==> config.mk <==
export PLATFORM = sky130hd
export DESIGN_NAME = sequence_generator_flat
export DESIGN_NICKNAME = d
export VERILOG_FILES = /design/src/rtl/sequence_generator_if.sv /design/src/rtl/sequence_generator.sv /design/src/flat_wrapper.sv
export SDC_FILE = /design/constraint.sdc
export NUM_CORES = 1
export LEC_CHECK = 0
export ABC_CLOCK_PERIOD_IN_PS = 5000
export CAP_MARGIN = 20
export CELL_PAD_IN_SITES_DETAIL_PLACEMENT = 1
export CELL_PAD_IN_SITES_GLOBAL_PLACEMENT = 1
export CORE_UTILIZATION = 27
export CTS_BUF_LIST = sky130_fd_sc_hd__clkbuf_4 sky130_fd_sc_hd__clkbuf_8
export CTS_CLUSTER_SIZE = 24
export DETAILED_ROUTE_END_ITERATION = 10
export GPL_ROUTABILITY_DRIVEN = 0
export HOLD_SLACK_MARGIN = 0.15
export PLACE_DENSITY_LB_ADDON = 0.05
export SYNTH_ARGS = -nofsm -noshare
export SYNTH_HDL_FRONTEND = slang
export SYNTH_SLANG_ARGS = --single-unit
export TNS_END_PERCENT = 5
==> constraint.sdc <==
create_clock -name clock -period 5 [get_ports clock]
set_clock_uncertainty 0.2 [all_clocks]
set_input_delay 1 -clock clock [delete_from_list [all_inputs] [get_ports clock]]
set_output_delay 1 -clock clock [all_outputs]
set_load 0.02 [all_outputs]
==> src/rtl/sequence_generator_if.sv <==
// Handshake and serial-line bundle between a pattern requester and the
// sequence_generator. The master side requests transmissions; the slave
// side (the generator) drives the serial line and status flags.
interface sequence_generator_if #(
    parameter int REP_W = 4
);
    logic             start;
    logic [REP_W-1:0] reps;
    logic             out;
    logic             busy;
    logic             done;

    modport master (
        output start,
        output reps,
        input  out,
        input  busy,
        input  done
    );

    modport slave (
        input  start,
        input  reps,
        output out,
        output busy,
        output done
    );
endinterface

==> src/rtl/sequence_generator.sv <==
// Serial pattern transmitter: sends PATTERN MSB first, followed by GAP
// idle-high cycles, repeated a requested number of times. The line rests
// high so a downstream "011" recognizer sits in its initial state between
// patterns. All outputs are registered.
module sequence_generator #(
    parameter int               PAT_W   = 3,
    parameter logic [PAT_W-1:0] PATTERN = 3'b011,
    parameter int               GAP     = 4,
    parameter int               REP_W   = 4
) (
    input  logic               clock,
    input  logic               reset,
    sequence_generator_if.slave bus
);

    localparam int BIT_W = $clog2(PAT_W + 1);
    localparam int GAP_W = (GAP > 0) ? $clog2(GAP + 1) : 1;

    localparam logic [BIT_W-1:0] BIT_LOAD = BIT_W'(PAT_W);
    localparam logic [BIT_W-1:0] BIT_ONE  = BIT_W'(1);
    localparam logic [GAP_W-1:0] GAP_LOAD = GAP_W'(GAP);
    localparam logic [GAP_W-1:0] GAP_ONE  = GAP_W'(1);
    localparam logic [REP_W-1:0] REP_ONE  = REP_W'(1);

    localparam logic [1:0] ST_IDLE = 2'd0;
    localparam logic [1:0] ST_SEND = 2'd1;
    localparam logic [1:0] ST_GAP  = 2'd2;

    logic [1:0]       state_q,  state_d;
    logic [BIT_W-1:0] bitcnt_q, bitcnt_d;   // pattern bits left, including the one on the line
    logic [GAP_W-1:0] gapcnt_q, gapcnt_d;   // gap cycles left, including the current one
    logic [REP_W-1:0] repcnt_q, repcnt_d;   // repetitions left, including the current one
    logic [PAT_W-1:0] shreg_q,  shreg_d;    // pattern bits, current bit at the MSB
    logic             out_q,    out_d;
    logic             busy_q,   busy_d;
    logic             done_q,   done_d;
    logic             load_pat;

    // Next-state logic: walk pattern bits, then gap cycles, then repeat or finish.
    always_comb begin
        state_d  = state_q;
        bitcnt_d = bitcnt_q;
        gapcnt_d = gapcnt_q;
        repcnt_d = repcnt_q;
        shreg_d  = shreg_q;
        out_d    = out_q;
        load_pat = 1'b0;

        case (state_q)
            ST_IDLE: begin
                out_d = 1'b1;
                if (bus.start) begin
                    // A zero request still sends one pattern, so REPCNT never holds 0 while busy.
                    repcnt_d = (bus.reps == '0) ? REP_ONE : bus.reps;
                    load_pat = 1'b1;
                end
            end

            ST_SEND: begin
                if (bitcnt_q > BIT_ONE) begin
                    bitcnt_d = bitcnt_q - BIT_ONE;
                    shreg_d  = shreg_q << 1;
                    out_d    = shreg_d[PAT_W-1];
                end else begin
                    // LSB has been on the line for its cycle.
                    bitcnt_d = '0;
                    if (GAP > 0) begin
                        state_d  = ST_GAP;
                        gapcnt_d = GAP_LOAD;
                        out_d    = 1'b1;
                    end else if (repcnt_q > REP_ONE) begin
                        repcnt_d = repcnt_q - REP_ONE;
                        load_pat = 1'b1;
                    end else begin
                        state_d  = ST_IDLE;
                        repcnt_d = '0;
                        out_d    = 1'b1;
                    end
                end
            end

            ST_GAP: begin
                out_d = 1'b1;
                if (gapcnt_q > GAP_ONE) begin
                    gapcnt_d = gapcnt_q - GAP_ONE;
                end else begin
                    gapcnt_d = '0;
                    if (repcnt_q > REP_ONE) begin
                        repcnt_d = repcnt_q - REP_ONE;
                        load_pat = 1'b1;
                    end else begin
                        state_d  = ST_IDLE;
                        repcnt_d = '0;
                    end
                end
            end

            default: begin
                state_d  = ST_IDLE;
                bitcnt_d = '0;
                gapcnt_d = '0;
                repcnt_d = '0;
                out_d    = 1'b1;
            end
        endcase

        // Starting a pattern puts its MSB on the line at the same edge.
        if (load_pat) begin
            state_d  = ST_SEND;
            bitcnt_d = BIT_LOAD;
            shreg_d  = PATTERN;
            out_d    = PATTERN[PAT_W-1];
        end

        // Status flags follow the next state so they line up with the registered data.
        busy_d = (state_d != ST_IDLE);
        done_d = (state_q != ST_IDLE) && (state_d == ST_IDLE);
    end

    // State and output registers; reset aborts any transmission without a done pulse.
    always_ff @(posedge clock) begin
        if (reset) begin
            state_q  <= ST_IDLE;
            bitcnt_q <= '0;
            gapcnt_q <= '0;
            repcnt_q <= '0;
            shreg_q  <= '0;
            out_q    <= 1'b1;
            busy_q   <= 1'b0;
            done_q   <= 1'b0;
        end else begin
            state_q  <= state_d;
            bitcnt_q <= bitcnt_d;
            gapcnt_q <= gapcnt_d;
            repcnt_q <= repcnt_d;
            shreg_q  <= shreg_d;
            out_q    <= out_d;
            busy_q   <= busy_d;
            done_q   <= done_d;
        end
    end

    assign bus.out  = out_q;
    assign bus.busy = busy_q;
    assign bus.done = done_q;

endmodule

==> src/flat_wrapper.sv <==
// flat-port wrapper written by rule: the top's interface ports become plain ports
module sequence_generator_flat 
#(
    parameter int               PAT_W   = 3,
    parameter logic [PAT_W-1:0] PATTERN = 3'b011,
    parameter int               GAP     = 4,
    parameter int               REP_W   = 4
)
  (clock, reset, bus_start, bus_reps, bus_out, bus_busy, bus_done);
  sequence_generator_if #(.REP_W(REP_W)) bus_i ();
  input  logic clock;
  input  logic reset;
  input wire logic [$bits(bus_i.start)-1:0] bus_start;
  input wire logic [$bits(bus_i.reps)-1:0] bus_reps;
  output wire logic [$bits(bus_i.out)-1:0] bus_out;
  output wire logic [$bits(bus_i.busy)-1:0] bus_busy;
  output wire logic [$bits(bus_i.done)-1:0] bus_done;
  assign bus_i.start = bus_start;
  assign bus_i.reps = bus_reps;
  assign bus_out = bus_i.out;
  assign bus_busy = bus_i.busy;
  assign bus_done = bus_i.done;
  sequence_generator #(.PAT_W(PAT_W), .PATTERN(PATTERN), .GAP(GAP), .REP_W(REP_W)) u_core (.clock(clock), .reset(reset), .bus(bus_i));
endmodule
# == Yosys cells after proc, flatten, opt, wreduce, memory -nomap -nowiden ==
# Index checks and enable logic that the tools add are counted.
# word_totals
ff_bits,16
output_inout_bits,3
elab_cells,60
# classes
addsub,3
n_lt_le_gt_ge,3
n_eq_ne,6
muxes,26
bitwise,2
reduce_logical,12
# ops
operator,count
$mux 2,9
$mux 4,4
$pmux 4 s3,1
$pmux 3 s3,1
$reduce_bool 2->1,4
$mux 1,6
$mux 3,2
$ne 2x2->1 const B,3
$pmux 2 s3,1
$gt 4x1->1 const B,1
$logic_not 2->1,2
$logic_not 4->1,1
$pmux 2 s2,1
$reduce_and 2->1,2
$sub 4x1->4 const B,1
$gt 3x1->1 const B,1
$reduce_and 3->1,1
$sub 3x1->3 const B,1
$eq 2x1->1 const B,1
$eq 2x2->1 const B,1
$gt 2x1->1 const B,1
$ne 2x1->1 const B,1
$not 1->1,2
$pmux 1 s2,1
3 further kinds,3

# == Depth between registers and ports, before layout ==
# logic_depth
depth_word,7
depth_mapped,7
depth_no_buf,7

# == Worst setup path before layout ==
# Ideal clock, no wire load.
# synth_timing
path_kind,input-to-reg
startpoint,in bus_start
endpoint,reg u_core.repcnt_q[1]
setup_time_ns,0.125
arrival_ns,1.505
slack_ns,3.170
path_stages,4
path_cell_list,nand2b_1 > nand3_4 > a211oi_1 > a211oi_1
# synth_via
elab_chain_len,2
# synth_rtl
element,line,source
from (decl),flat_wrapper.sv:13,input wire logic [$bits(bus_i.start)-1:0] bus_start;
$ne 2x2->1 (no source line),n/a,
$reduce_and 3->1 (no source line),n/a,
to (signal assigned),sequence_generator.sv:135,repcnt_q <= repcnt_d;
to (decl),sequence_generator.sv:32,"logic [REP_W-1:0] repcnt_q, repcnt_d;"
# Every way passes these cells.
# A chain may end at the register's enable or synchronous reset.

# == Worst setup path after layout ==
# layout_timing
startpoint,reg u_core.out_q (netlist: u_core.bus.out)
endpoint,out bus_out
# layout_lines
element,line,source
from (decl),sequence_generator.sv:34,"logic out_q, out_d;"
from (signal assigned),sequence_generator.sv:137,out_q <= out_d;
to (decl),flat_wrapper.sv:15,output wire logic [$bits(bus_i.out)-1:0] bus_out;
# No word-level cell between the ends.

==> summary.md <==
| Metric | Value |
|---|---|
| Status | completed |
| Synth Area in XOR/XNOR | 0% |
| RSZ-0062 raised after global routing | false |
| GRT Util Overall | 14.9% |
| Floorplan die width | 59.9 µm |
| Vertical extent of the die | roughly 60 µm |
| Reported leakage power | 0.395 nW |
| Via count of the first global-routing pass | between 800 and 900 |
| Asr flop ratio synth | 0% |
| Cell at the root of the clock tree | clkbuf_4 |
| Clock period minus worst slack | between 2 and 2.5 ns |
| Classification of the worst setup path | flip-flop to output pin |
| Post-route clock period utilization | 48.3% |
| Main synth FF type | dfxtp_1 |
| Starting Density | roughly 29% |
| Number of nets in the synthesized netlist | 122 |
| Number of search-and-repair iterations in the first detailed-routing pass | 2 |
| Worst reg2reg path depth | 6 |
| Number of unique standard cell types used by synthesis | 33 |
| Number of DRC markers in iteration 0 | 23 |
| Filler instances | 399 |
| Final routed DRC violation total | 0 |
| Placed cell areas | 0.00104 mm² |
| Wirelength per Cell | roughly 14 µm |
| Switching Power | 0.120 mW |
| Summed area of non-filler cells in the final layout | 0.00108 mm² |
| Reg-to-reg startpoint | u_core.state_q[1]$_SDFF_PP0_ |
| Adder and majority cell fraction of the synthesized area | 11.1% |
| Clock Tree Buf Depth | 2 |
| Post-Synthesis Mean Instance Area | about 8.5 µm² |
| H-tree lvl count | 1 |
| Clock Pin Slew Worst Setup and Hold Paths | 0.11 ns |
| Post-synthesis sequential area ratio | a little over a third |
| Switching share of total power | ~34% |
| Number of buffers added by the clock tree synthesis step | 3 |
| Number of placement rows | 20 |
| Number of buffers inserted for hold repair after clock tree synthesis | 0 |
| Worst hold path type | flip-flop to flip-flop |
| Critical Path Max Stage Delay | 0.60 ns |
| Post-synthesis instance area | 905 µm² |
| Remaining antenna violation count after routing | 0 |
| Multiplexer share of the synthesized area | 0% |
| Crit-path slowest cell | clkdlybuf4s50_1 |
| Launch point of the critical path | u_core.bus.out$_SDFF_PP1_ |
| Power per cell area | 324 mW/mm² |
| Maximum frequency from static timing analysis | between 0.4 and 0.5 GHz |
| Least-Margin Pin Slew | 0.602 ns |
| Worst Path Max Fanout | 1 |
| Antenna diode count | 0 |
| PostCTS Resize Cnt | 0 |
| Ports | 10 |
| Crit path required time | 3.80 ns |
| Max Transition Viols Final | 0 |
| Internal power consumption | 0.229 mW |
| Half-perimeter wire length after placement | about 1700 µm |
| Worst setup path end | bus_out |
| CP cell instances | clkdlybuf4s50_1 |
| Cell depth of the worst setup path | 1 |
| Largest net degree at the start of global routing | 17 |
| Buffers added on ports | 9 |
| Setup TNS after final layout | 0 ns |
| Hold Vio Cnt, Final | 0 |
| Number of standard cells after synthesis | 107 |
| Kind of end point of the critical path | output pin |
| Register share of total power | a little under half |
| Average via count per standard cell | 4.95 |
| Final net count | 134 |
| Synthesized-area fraction occupied by ao, oa, aoi and oai cells | around 30% |
| Number of storage elements in the synthesis netlist | 16 |
| Number of buffers and inverters on the critical path | 1 |
| Initial antenna violation count | 0 |
| Area Growth Syn to Fin | 19.2% |
| Worst setup SP type | flip-flop |
| Worst slew margin relative to its limit | 59.7% |
| Number of flops mapped to enable cells by yosys | 0 |
| FF-to-FF setup slack | between 2 and 3 ns |
| Die area | 0.00359 mm² |
| Number of buffers inserted to repair setup after CTS | 0 |
| Total congestion overflow | 0 |
| Global-route wire length before repair | 3880 µm |
| Final core utilization | 34.5% |
| Wire length after detailed routing | 2320 µm |
| Count of clock tree sinks | 16 |
| Part of the power in the clock network | a little over a quarter |
| Yosys warning count | 0 |
| Crit-path leading delay family | buffers and inverters |
| Worst path arrival time | about 1.2 ns |
| Layout cells sized above 1 | 8.47% |
| Area share of and/or/nand/nor cells after synthesis | 19.8% |
| Clock insertion delay at the later pin of the skew report | 0.30 ns |
| End of the worst register-to-register path | u_core.bus.busy$_SDFF_PP0_ |
| Proportion of power drawn by combinational gates | 28.6% |
| Largest family of logic cells by synthesized area | compound AO/OA/AOI/OAI gates |
| Clock tree from TritonCTS | built |
| DR vias | between 800 and 900 |
| MaxCap Viol Count | 0 |
| Core Area | 0.00313 mm² |
| Final setup vio count | 0 |
| Worst-case vdd ir drop | between 0.0001 and 0.00015 V |
==> synthesized netlist by cell type (2+ instances only) <==
| cell type | count | area [µm²] |
|---|---|---|
| nor3_1 | 5 | 25.0 |
| o21ai_0 | 10 | 50.1 |
| inv_1 | 9 | 33.8 |
| nand2b_1 | 4 | 25.0 |
| a211oi_1 | 4 | 30.0 |
| a21oi_1 | 10 | 50.1 |
| nor2_1 | 11 | 41.3 |
| ha_1 | 8 | 100 |
| nand2_1 | 6 | 22.5 |
| clkbuf_1 | 2 | 7.51 |
| dfxtp_1 | 16 | 320 |
==> stage by stage <==
stage / power [mW] / cells / hold WS [ns] / setup WS (ns)
2_1_floorplan: 0.227 / 107 / 0.241 / 3.17
3_5_place_dp: 0.261 / 158 / 0.257 / 2.56
5_1_grt: 0.373 / 162 / 0.303 / 2.53
4_1_cts: 0.356 / 162 / 0.285 / 2.56
6_report: 0.349 / 162 / 0.283 / 2.58
3_3_place_gp: 0.260 / 158 / 0.251 / 2.56
==> power by group through the flow <==
stage	Sequential [mW]	Clock, mW	Combinational [mW]
2_1_floorplan	0.160	0	0.0672
3_3_place_gp	0.160	0	0.0998
3_5_place_dp	0.160	0	0.101
4_1_cts	0.158	0.0968	0.102
5_1_grt	0.160	0.101	0.113
6_report	0.158	0.0915	0.0999
==> routing by layer <==
layer  part of all wire, %  vias to the layer above  track usage [%]
met5                     0                        -                0
met4                   1.9                        0             6.98
met3                   2.2                        5             2.81
met2                    46                        7             23.7
met1                    50                      383             19.4
li1                      -                      407                -
==> registers in the layout, indices dropped and copies added (netlist names) <==
name	cells
u_core.bus.done	1
u_core.state_q	2
u_core.gapcnt_q	3
u_core.shreg_q	2
u_core.bus.busy	1
u_core.bus.out	1
u_core.bitcnt_q	2
u_core.repcnt_q	4
==> placed cells by master (no fill, tap or decap), drive strengths merged <==
master and n:
nor2b 1, a211oi 4, inv 9, nand3b 1, clkdlybuf4s50 9, a31oi 1, a21oi 10, o32ai 1
and3 1, or4 1, nand2b 4, a221oi 1, o21ba 1, nand4b 1, or2 1, dfxtp 16
o31a 2, ha 8, a21boi 1, o21ai 11, nand2 6, nor2 11, a32oi 1, clkbuf 4
a211o 1, a21o 1, o21a 1, o31ai 2, nand3 2, nor3 5
==> final cells by class <==
class,instances,area (µm²),share of cell area [%]
multi-input combinational,80,543,50.3
sequential,16,320,29.7
timing repair buffer,9,90.1,8.35
tap,44,55.1,5.10
clock buffer,4,36.3,3.36
inverter,9,33.8,3.13
==> how the worst min path moves through the flow <==
stage	slack, ns	to	cells past startpoint	from
3_3_place_gp	0.25	u_core.shreg_q[0]$_SDFFE_PP0P_	1	u_core.shreg_q[0]$_SDFFE_PP0P_
5_1_grt	0.30	u_core.shreg_q[0]$_SDFFE_PP0P_	1	u_core.shreg_q[0]$_SDFFE_PP0P_
2_1_floorplan	0.24	u_core.shreg_q[0]$_SDFFE_PP0P_	1	u_core.shreg_q[0]$_SDFFE_PP0P_
3_5_place_dp	0.26	u_core.shreg_q[0]$_SDFFE_PP0P_	1	u_core.shreg_q[0]$_SDFFE_PP0P_
4_1_cts	0.28	u_core.shreg_q[0]$_SDFFE_PP0P_	1	u_core.shreg_q[0]$_SDFFE_PP0P_
6_report	0.28	u_core.shreg_q[0]$_SDFFE_PP0P_	1	u_core.shreg_q[0]$_SDFFE_PP0P_
==> cell families (layout without fill, tap and decap cells) <==
kind of cell             count (synthesis)  after routing
adder cells (fa/ha/maj)                  8              8
flip-flops                              16             16
AO/OA/AOI/OAI                           38             38
AND/OR/NAND/NOR                         34             34
buffers and inverters                   11             22
Power figures use the tool's default switching activity.
